$ cat config.mk
export PLATFORM = sky130hd
export DESIGN_NAME = ex_stage
export DESIGN_NICKNAME = d
export VERILOG_FILES = /design/src/rtl/mips_pkg.sv /design/src/rtl/ex_stage_alu.sv /design/src/rtl/ex_stage.sv
export SDC_FILE = /design/constraint.sdc
export NUM_CORES = 1
export LEC_CHECK = 0
export ABC_AREA = 1
export CAP_MARGIN = 20
export CORE_MARGIN = 3
export CORE_UTILIZATION = 30
export DETAILED_ROUTE_END_ITERATION = 8
export SLEW_MARGIN = 20
export SYNTH_ARGS = -nofsm -noshare
export SYNTH_HDL_FRONTEND = slang
export SYNTH_HIERARCHICAL = 1
export SYNTH_SLANG_ARGS = --single-unit
$ cat constraint.sdc
create_clock -name clk -period 4 [get_ports clk]
set_input_delay 0.8 -clock clk [delete_from_list [all_inputs] [get_ports clk]]
set_output_delay 0.8 -clock clk [all_outputs]
set_load 0.02 [all_outputs]
$ cat src/rtl/mips_pkg.sv
// Shared MIPS definitions: ALU op encodings, EX/MEM control bundle
// and the multiplier FSM state type.
package mips_pkg;

  localparam logic [2:0] ALU_ADD = 3'b000;
  localparam logic [2:0] ALU_SUB = 3'b001;
  localparam logic [2:0] ALU_AND = 3'b010;
  localparam logic [2:0] ALU_OR  = 3'b011;
  localparam logic [2:0] ALU_SLT = 3'b100;
  localparam logic [2:0] ALU_NOR = 3'b101;
  localparam logic [2:0] ALU_MUL = 3'b110;
  localparam logic [2:0] ALU_PSB = 3'b111;

  typedef enum logic [1:0] {
    S_IDLE = 2'd0,
    S_MUL  = 2'd1,
    S_DONE = 2'd2
  } mul_state_t;

  typedef struct packed {
    logic branch;
    logic mem_read;
    logic mem_to_reg;
    logic mem_write;
    logic reg_write;
  } ctrl_t;

endpackage

$ cat src/rtl/ex_stage_alu.sv
// Single-cycle ALU for every op except MUL (MUL decodes to zero here;
// the iterative multiplier lives in ex_stage).
module alu
  import mips_pkg::*;
(
  input  logic [2:0]  op,
  input  logic [31:0] a,
  input  logic [31:0] b,
  output logic [31:0] y
);

  always_comb begin
    y = '0;
    unique case (op)
      ALU_ADD: y = a + b;
      ALU_SUB: y = a - b;
      ALU_AND: y = a & b;
      ALU_OR:  y = a | b;
      ALU_SLT: y = {31'd0, $signed(a) < $signed(b)};
      ALU_NOR: y = ~(a | b);
      ALU_MUL: y = '0;
      ALU_PSB: y = b;
    endcase
  end

endmodule

$ cat src/rtl/ex_stage.sv
// MIPS execute stage with EX/MEM register. Define EX_STAGE_MULT_EN to
// build the 32-cycle shift-add multiplier; otherwise MUL yields 0.
module ex_stage
  import mips_pkg::*;
(
  input  logic        clk,
  input  logic        rst,
  input  logic [31:0] Read_D1_in,
  input  logic [31:0] Read_D2_in,
  input  logic [31:0] Sign_Extend_in,
  input  logic [31:0] PC_adder_in,
  input  logic [4:0]  Ins_2016_in,
  input  logic [4:0]  Ins_1511_in,
  input  logic [2:0]  AluOp_in,
  input  logic        Alusrc_in,
  input  logic        RegDst_in,
  input  logic        Branch_in,
  input  logic        MemRead_in,
  input  logic        MemToReg_in,
  input  logic        MemToWrite_in,
  input  logic        RegWrite_in,
  input  logic        flush,
  output logic        busy,
  output logic [31:0] ALU_Result_out,
  output logic        Zero_out,
  output logic [31:0] Branch_Target_out,
  output logic [31:0] Write_Data_out,
  output logic [4:0]  Write_Reg_out,
  output logic        Branch_out,
  output logic        MemRead_out,
  output logic        MemToReg_out,
  output logic        MemToWrite_out,
  output logic        RegWrite_out
);

  logic [31:0] op_b;
  logic [31:0] alu_y;
  logic [31:0] cap_bt;
  logic [4:0]  cap_wreg;
  ctrl_t       cap_ctrl;

  logic [31:0] res_nx;
  logic [31:0] bt_nx;
  logic [31:0] wd_nx;
  logic [4:0]  wreg_nx;
  ctrl_t       ctrl_nx;

  assign op_b     = Alusrc_in ? Sign_Extend_in : Read_D2_in;
  assign cap_bt   = PC_adder_in + (Sign_Extend_in << 2);
  assign cap_wreg = RegDst_in ? Ins_1511_in : Ins_2016_in;
  assign cap_ctrl = {Branch_in, MemRead_in, MemToReg_in,
                     MemToWrite_in, RegWrite_in};

  alu u_alu (
    .op (AluOp_in),
    .a  (Read_D1_in),
    .b  (op_b),
    .y  (alu_y)
  );

`ifdef EX_STAGE_MULT_EN
  mul_state_t  state, state_nx;
  logic [5:0]  cnt, cnt_nx;
  logic [31:0] mc, mc_nx;
  logic [31:0] mp, mp_nx;
  logic [31:0] acc, acc_nx;
  logic [31:0] l_bt, l_bt_nx;
  logic [31:0] l_wd, l_wd_nx;
  logic [4:0]  l_wreg, l_wreg_nx;
  ctrl_t       l_ctrl, l_ctrl_nx;

  assign busy = (state == S_MUL);

  always_comb begin
    state_nx  = state;
    cnt_nx    = cnt;
    mc_nx     = mc;
    mp_nx     = mp;
    acc_nx    = acc;
    l_bt_nx   = l_bt;
    l_wd_nx   = l_wd;
    l_wreg_nx = l_wreg;
    l_ctrl_nx = l_ctrl;
    res_nx    = alu_y;
    bt_nx     = cap_bt;
    wd_nx     = Read_D2_in;
    wreg_nx   = cap_wreg;
    ctrl_nx   = cap_ctrl;
    unique case (state)
      S_IDLE: begin
        if (flush) begin
          ctrl_nx = '0;
        end else if (AluOp_in == ALU_MUL) begin
          state_nx  = S_MUL;
          cnt_nx    = '0;
          mc_nx     = Read_D1_in;
          mp_nx     = op_b;
          acc_nx    = '0;
          l_bt_nx   = cap_bt;
          l_wd_nx   = Read_D2_in;
          l_wreg_nx = cap_wreg;
          l_ctrl_nx = cap_ctrl;
          ctrl_nx   = '0;
        end
      end
      S_MUL: begin
        // EX/MEM keeps its data and carries a bubble
        res_nx  = ALU_Result_out;
        bt_nx   = Branch_Target_out;
        wd_nx   = Write_Data_out;
        wreg_nx = Write_Reg_out;
        ctrl_nx = '0;
        acc_nx  = acc + (mp[0] ? mc : 32'd0);
        mc_nx   = mc << 1;
        mp_nx   = mp >> 1;
        cnt_nx  = cnt + 6'd1;
        if (flush)
          state_nx = S_IDLE;
        else if (cnt == 6'd31)
          state_nx = S_DONE;
      end
      S_DONE: begin
        res_nx   = acc;
        bt_nx    = l_bt;
        wd_nx    = l_wd;
        wreg_nx  = l_wreg;
        ctrl_nx  = flush ? '0 : l_ctrl;
        state_nx = S_IDLE;
      end
      default: state_nx = S_IDLE;
    endcase
  end

  always_ff @(posedge clk) begin
    if (rst) begin
      state  <= S_IDLE;
      cnt    <= '0;
      mc     <= '0;
      mp     <= '0;
      acc    <= '0;
      l_bt   <= '0;
      l_wd   <= '0;
      l_wreg <= '0;
      l_ctrl <= '0;
    end else begin
      state  <= state_nx;
      cnt    <= cnt_nx;
      mc     <= mc_nx;
      mp     <= mp_nx;
      acc    <= acc_nx;
      l_bt   <= l_bt_nx;
      l_wd   <= l_wd_nx;
      l_wreg <= l_wreg_nx;
      l_ctrl <= l_ctrl_nx;
    end
  end
`else
  assign busy = 1'b0;

  always_comb begin
    res_nx  = alu_y;
    bt_nx   = cap_bt;
    wd_nx   = Read_D2_in;
    wreg_nx = cap_wreg;
    ctrl_nx = flush ? '0 : cap_ctrl;
  end
`endif

  always_ff @(posedge clk) begin
    if (rst) begin
      ALU_Result_out    <= '0;
      Zero_out          <= 1'b0;
      Branch_Target_out <= '0;
      Write_Data_out    <= '0;
      Write_Reg_out     <= '0;
      {Branch_out, MemRead_out, MemToReg_out,
       MemToWrite_out, RegWrite_out} <= '0;
    end else begin
      ALU_Result_out    <= res_nx;
      Zero_out          <= (res_nx == 32'd0);
      Branch_Target_out <= bt_nx;
      Write_Data_out    <= wd_nx;
      Write_Reg_out     <= wreg_nx;
      {Branch_out, MemRead_out, MemToReg_out,
       MemToWrite_out, RegWrite_out} <= ctrl_nx;
    end
  end

endmodule

==> flow_metrics.tcl, run 1 <==
set metrics [dict create \
    status "complete, no violations" \
    grt_max_degree 46 \
    slew_viol_final 0 \
    die_y_um 204 \
    cp_data_required_time_ps 4300 \
    hpwl_um 45800 \
    p_leak_uw 0.00945 \
    synth_flop_cell "dfxtp_1" \
    root_buffer "clkbuf_16" \
    drc 0 \
    synth_cell_types 52 \
    seq_area_frac_synth_pct 18.2 \
    finalSetupViolCount 0 \
    power_uw 4730 \
    antenna_found_initial 0 \
    drtIter0Drc 1127 \
    layout.nets 2866 \
    vias 14800 \
    drive_above_1_share_pct 18.3 \
    areaGrowthSynthToFinish_pct 51.3 \
    rows 71 \
    antenna_cells 0 \
    overflow 0 \
    worstSetupStartpointType "input port" \
    grt_pass1_vias 14300 \
    gp_congestion 1.00 \
    cpMaxStageDelayCell "clkdlybuf4s50_1" \
    hold_start "rst" \
    cp_cell_sequence "clkdlybuf4s50_1 -> inv_1 -> o21ai_1 -> buf_4 -> inv_1 -> ha_1 -> inv_1 -> a21oi_2 -> nand2_1 -> a21oi_1 -> nand2_2 -> nand2_2 -> nand3_1 -> nand3_2 -> a21oi_2 -> nor4_1 -> nand4_1 -> nor3_1" \
    viasPerCell 4.77 \
    synth_edf_count 0 \
    cts_buffers 9 \
    whs_ps 918 \
    rsz0062_at_grt "false" \
    max_stage_delay_ps 480 \
    syn_area_mm2 0.0118 \
    crit_arrival_ps 4160 \
    antenna_left 0 \
    cts_tree "yes" \
    fmax_mhz 259 \
    final_common_cell "nand2_1" \
    grt.total_usage_pct 25.2 \
    cp_common_cell "inv_1" \
    avgRoutedWirePerCell_um 17.6 \
    min_path_type "in2reg" \
    syn_area_per_cell_um2 5.82 \
    critPathKind "in2reg" \
    cp_max_fo 5 \
    critPathLaunch "Read_D2_in[15]" \
    fin_setup_tns_ps 0 \
    period_share_pct 96.4 \
    ys_ff_latch 107 \
    fin_crit_ps 3860 \
    synth.net_count 2300 \
    clockBufferDepth 2 \
    worstMarginPinSlew_ps 1020 \
    grt_first_pass_wirelength_um 81400 \
    synthCells 2021 \
    cts_num_sinks 107 \
    io_buffers 257 \
    ctsHoldBuffers 0 \
    die_area_mm2 0.0416 \
    fillers 4028 \
    drtPass1Iterations 6 \
    cap_violations 0 \
    vdd_drop_max_v 0.000226 \
    ys_warn_count 6 \
    cts.htree.levels 3 \
    final_cell_mix "nand2_1 (532), inv_1 (391), buf_4 (346)" \
    io_pins 259 \
    routed_wirelength_um 54700 \
    cts.clk_slew.worst_paths_ps 80 \
    crit_path_end_kind "flip-flop" \
    finalHoldViolCount 0 \
    synthArstFlopShare_pct 0 \
    timing.slew.headroom_pct 31.7 \
    power.density_mw_per_mm2 266 \
    start_util_pct 30.9 \
    core-area_mm2 0.0381 \
    die_width_um 204 \
]
==> final timing paths <==
path / end / slack (ps) / cells past startpoint
worst max-delay path: Zero_out$_SDFF_PP0_ / 140 / 18
worst min-delay path: Write_Data_out[19]$_SDFF_PP0_ / 920 / 2
==> sequential cells by signal, indices dropped and copies added (netlist names) <==
signal and count:
Branch_out 1, RegWrite_out 1, Write_Data_out 32, ALU_Result_out 32, MemRead_out 1, Branch_Target_out 32
Write_Reg_out 5, Zero_out 1, MemToReg_out 1, MemToWrite_out 1
==> logic make-up (layout without fill, tap and decap cells) <==
family / after synthesis / after routing / share of synthesized area [%]
and+or+nand+nor: 1024 / 1024 / 37.0
buffers and inverters: 460 / 1030 / 15.5
AOI/OAI and AO/OA: 287 / 287 / 14.4
adders and majority gates: 128 / 128 / 13.8
DFF: 107 / 107 / 18.2
xor gates and xnor gates: 13 / 13 / 0.968
other: 1 / 1 / 0.0319
muxes: 1 / 1 / 0.0957
==> report_power, final <==
| group | leakage (uW) | total (uW) | internal, uW | switching [uW] |
|---|---|---|---|---|
| clock | 0.000142 | 938 | 501 | 438 |
| combinational | 0.00842 | 2610 | 1150 | 1460 |
| sequential | 0.000889 | 1180 | 1150 | 27.1 |
==> cells in the mapped netlist, types with 2 or more instances <==
cell | n | area share [%]
inv_2 | 15 | 0.48
o2111ai_1 | 4 | 0.30
fa_1 | 3 | 0.51
o211ai_1 | 3 | 0.19
buf_4 | 9 | 0.57
xnor2_1 | 2 | 0.15
ha_1 | 125 | 13
a21oi_2 | 12 | 0.89
a21oi_1 | 100 | 4.3
a211oi_1 | 3 | 0.19
o22ai_1 | 12 | 0.64
and2_1 | 5 | 0.27
o21a_1 | 2 | 0.13
nor2_1 | 237 | 7.6
nor3_2 | 7 | 0.60
nand3_2 | 9 | 0.77
xor2_1 | 11 | 0.82
o21ai_0 | 107 | 4.6
nor4_1 | 9 | 0.48
nand4_1 | 26 | 1.4
o21bai_1 | 12 | 0.77
nor3_1 | 11 | 0.47
clkbuf_1 | 23 | 0.73
nand2_1 | 533 | 17
o21ai_2 | 2 | 0.15
a221oi_1 | 20 | 1.5
buf_6 | 5 | 0.48
nor2_2 | 9 | 0.48
nand2_2 | 18 | 0.96
buf_2 | 15 | 0.64
inv_1 | 391 | 12
dfxtp_1 | 107 | 18
nand3_1 | 155 | 6.6
==> critical path: cells and delay by family <==
family | cells | cell delay, ps
simple gates | 8 | 1350
buf+inv | 5 | 890
compound gates | 4 | 690
fa+ha+maj | 1 | 420
==> what timing repair did <==
| item | 4_1_cts | 5_1_grt |
|---|---|---|
| pin swaps | 0 | 6 |
| buffers inserted | 0 | 4 |
| cloned | 0 | 1 |
| gates resized for setup | 10 | 45 |
| hold endpoints to repair | 0 | 0 |
| endpoints found under the setup margin | 1 | 2 |
==> routing by layer <==
metal | GRT usage [%] | wire length, um | vias to the layer above
met5 | 0 | 0 | -
met4 | 8.58 | 1950 | 0
met3 | 3.26 | 3380 | 76
met2 | 43.1 | 25400 | 537
met1 | 32.8 | 23900 | 6689
li1 | - | - | 7487
==> metrics by stage <==
stage / worst slack (ps) / instances / area (um2) / utilization, %
6_report: 143 / 3102 / 17800 / 46.7
5_1_grt: 0.347 / 3102 / 17800 / 46.7
4_1_cts: 2.80 / 3097 / 17600 / 46.2
3_5_place_dp: -613 / 3082 / 17300 / 45.4
3_3_place_gp: -577 / 3082 / 17300 / 45.4
2_1_floorplan: 418 / 2021 / 11800 / -
==> final cells by class <==
cell class	count	area (um2)	area share (%)
multi-input combinational	1454	7920	44.5
timing repair buffer	609	5270	29.6
sequential	107	2140	12.0
inverter	406	1520	8.57
tap	511	639	3.59
clock buffer	11	243	1.36
clock inverter	4	51.3	0.288
(Power assumes the default switching activity.)
==> run 2: changes to the inputs <==
==> constraint.sdc (replaced) <==
create_clock -name clk -period 3.31 [get_ports clk]
set_input_delay 0.662 -clock clk [delete_from_list [all_inputs] [get_ports clk]]
set_output_delay 0.662 -clock clk [all_outputs]
set_load 0.02 [all_outputs]
==> flow_metrics.tcl, run 2 (synthesized netlist as in run 1, its figures left out) <==
set metrics [dict create \
    status "finished, violations left" \
    violations "negative setup slack" \
    root_buffer "clkbuf_16" \
    clockBufferDepth 2 \
    crit_path_end_kind "flip-flop" \
    routed_wirelength_um 56600 \
    grt_first_pass_wirelength_um 83200 \
    p_leak_uw 0.0105 \
    vias 15500 \
    io_buffers 257 \
    drtIter0Drc 967 \
    core-area_mm2 0.0381 \
    cp_data_required_time_ps 3610 \
    p_comb_share_pct 59.1 \
    power.internal_uw 3740 \
    finalSetupViolCount 1 \
    cts_num_sinks 107 \
    viasPerCell 4.80 \
    power_uw 6310 \
    period_share_pct 103 \
    drive_above_1_share_pct 31.2 \
    crit_arrival_ps 3700 \
    drc 0 \
    slew_viol_final 0 \
    start_util_pct 30.9 \
    fin_crit_ps 3400 \
    die_y_um 204 \
    critPathKind "in2reg" \
    vdd_drop_max_v 0.000278 \
    power.density_mw_per_mm2 311 \
    fin_area_mm2 0.0203 \
    layout.nets 2988 \
    finalHoldViolCount 0 \
    areaGrowthSynthToFinish_pct 72.4 \
    antenna_found_initial 0 \
    rsz0062_at_grt "true" \
    hpwl_um 45900 \
    ctsHoldBuffers 0 \
    antenna_left 0 \
    worstMarginPinSlew_ps 1070 \
    netSwitchingFraction_pct 40.7 \
    final_common_cell "nand2_1" \
    cap_violations 0 \
    die_area_mm2 0.0416 \
    grt.total_usage_pct 25.7 \
    timing.slew.headroom_pct 28.4 \
    cts_buffers 9 \
    final_cell_mix "nand2_1 (471), buf_4 (451), inv_1 (344)" \
    rows 71 \
    critPathLaunch "Sign_Extend_in[8]" \
    gp_congestion 0.993 \
    die_width_um 204 \
    avgRoutedWirePerCell_um 17.5 \
    layout_setup_ws_ps -92.6 \
    clock_power_share_pct 18.3 \
    top_regs "ALU_Result_out (32), Branch_Target_out (32), Write_Data_out (32)" \
    grt_max_degree 74 \
    worstSetupStartpointType "input port" \
    cts_tree "yes" \
    grt_pass1_vias 14700 \
    p_seq_share_pct 22.6 \
    cts.clk_slew.worst_paths_ps 80 \
    place_ws_ps -1390 \
    io_pins 259 \
    cp_max_fo 6 \
    endpoint "Zero_out$_SDFF_PP0_" \
    switchingPower_uw 2570 \
    placed_area_mm2 0.0179 \
    antenna_cells 0 \
    cts.htree.levels 3 \
    min_path_type "in2reg" \
    fmax_mhz 294 \
    drtPass1Iterations 5 \
    overflow 0 \
]
## run 2: cell count changes in the layout (fill, tap and decap cells not counted), moves of 27 or more
cell,previous run,this run
inv_1,391,344
ha_1,118,90
nand2_1,532,471
nor2_1,233,205
buf_4,346,451
nand2_2,18,63
o21ai_0,84,57
ha_4,0,28
inv_2,15,58
## run 2: power groups by stage
| stage | sequential [uW] | combinational, uW | clock [uW] |
|---|---|---|---|
| floorplan | 1590 | 1360 | 0 |
| global placement | 1450 | 3110 | 0 |
| detailed placement | 1460 | 3120 | 0 |
| CTS | 1430 | 3400 | 1190 |
| global route | 1440 | 4010 | 1230 |
| finish | 1430 | 3730 | 1160 |
## run 2: per-layer routing
layer	GRT usage [%]	share of wire, %
met5	0	0
met3	3.22	5.4
met1	33.6	44
met2	44.5	48
met4	7.64	3.2
## run 2: worst min-delay path by stage
stage / start / endpoint / slack [ps] / depth (start not counted)
final: Read_D2_in[8] / Write_Data_out[8]$_SDFF_PP0_ / 560 / 3
after global routing: Read_D2_in[8] / Write_Data_out[8]$_SDFF_PP0_ / 560 / 3
after detailed placement: MemToReg_in / MemToReg_out$_SDFF_PP0_ / 1190 / 3
after CTS: Read_D2_in[0] / Write_Data_out[0]$_SDFF_PP0_ / 680 / 3
after global placement: PC_adder_in[0] / Branch_Target_out[0]$_SDFF_PP0_ / 1190 / 3
after floorplan: PC_adder_in[0] / Branch_Target_out[0]$_SDFF_PP0_ / 770 / 2
## run 2: final cells by class
cell class              count  area, um2
inverters                 406       1530
repair buffers            731       6340
fillers                  3753      17800
flip-flops and latches    107       2140
multi-input cells        1454       9320
clock inverters             4       48.8
clock buffers              12        256
well taps                 511        639
## run 2: critical path, cell delays in order
cell,delay [ps]
clkdlybuf4s50_1,510
nand2_2,80
o21ai_4,80
buf_6,140
inv_2,50
ha_4,290
buf_12,140
nand2_4,60
buf_4,140
nor3_4,150
nand2_2,60
nand2_2,80
xor2_1,70
nand2_2,100
nand4_1,190
nor4_4,380
nand4_1,280
nor3_2,220
## run 2: stage by stage
step | std cells | TNS, ps | utilization, % | hold WS [ps]
floorplan | 2021 | 0 | - | 769
global placement | 3154 | -15690 | 46.9 | 1190
detailed placement | 3154 | -15720 | 46.9 | 1190
CTS | 3196 | -6.63 | 50.4 | 675
global route | 3225 | -174 | 53.2 | 562
finish | 3225 | -92.6 | 53.2 | 558
## run 2: what timing repair did
item	in CTS	in global routing
gates cloned	2	0
resized for setup	216	251
pin swaps	48	120
setup buffers	24	29
setup endpoints to repair	24	3
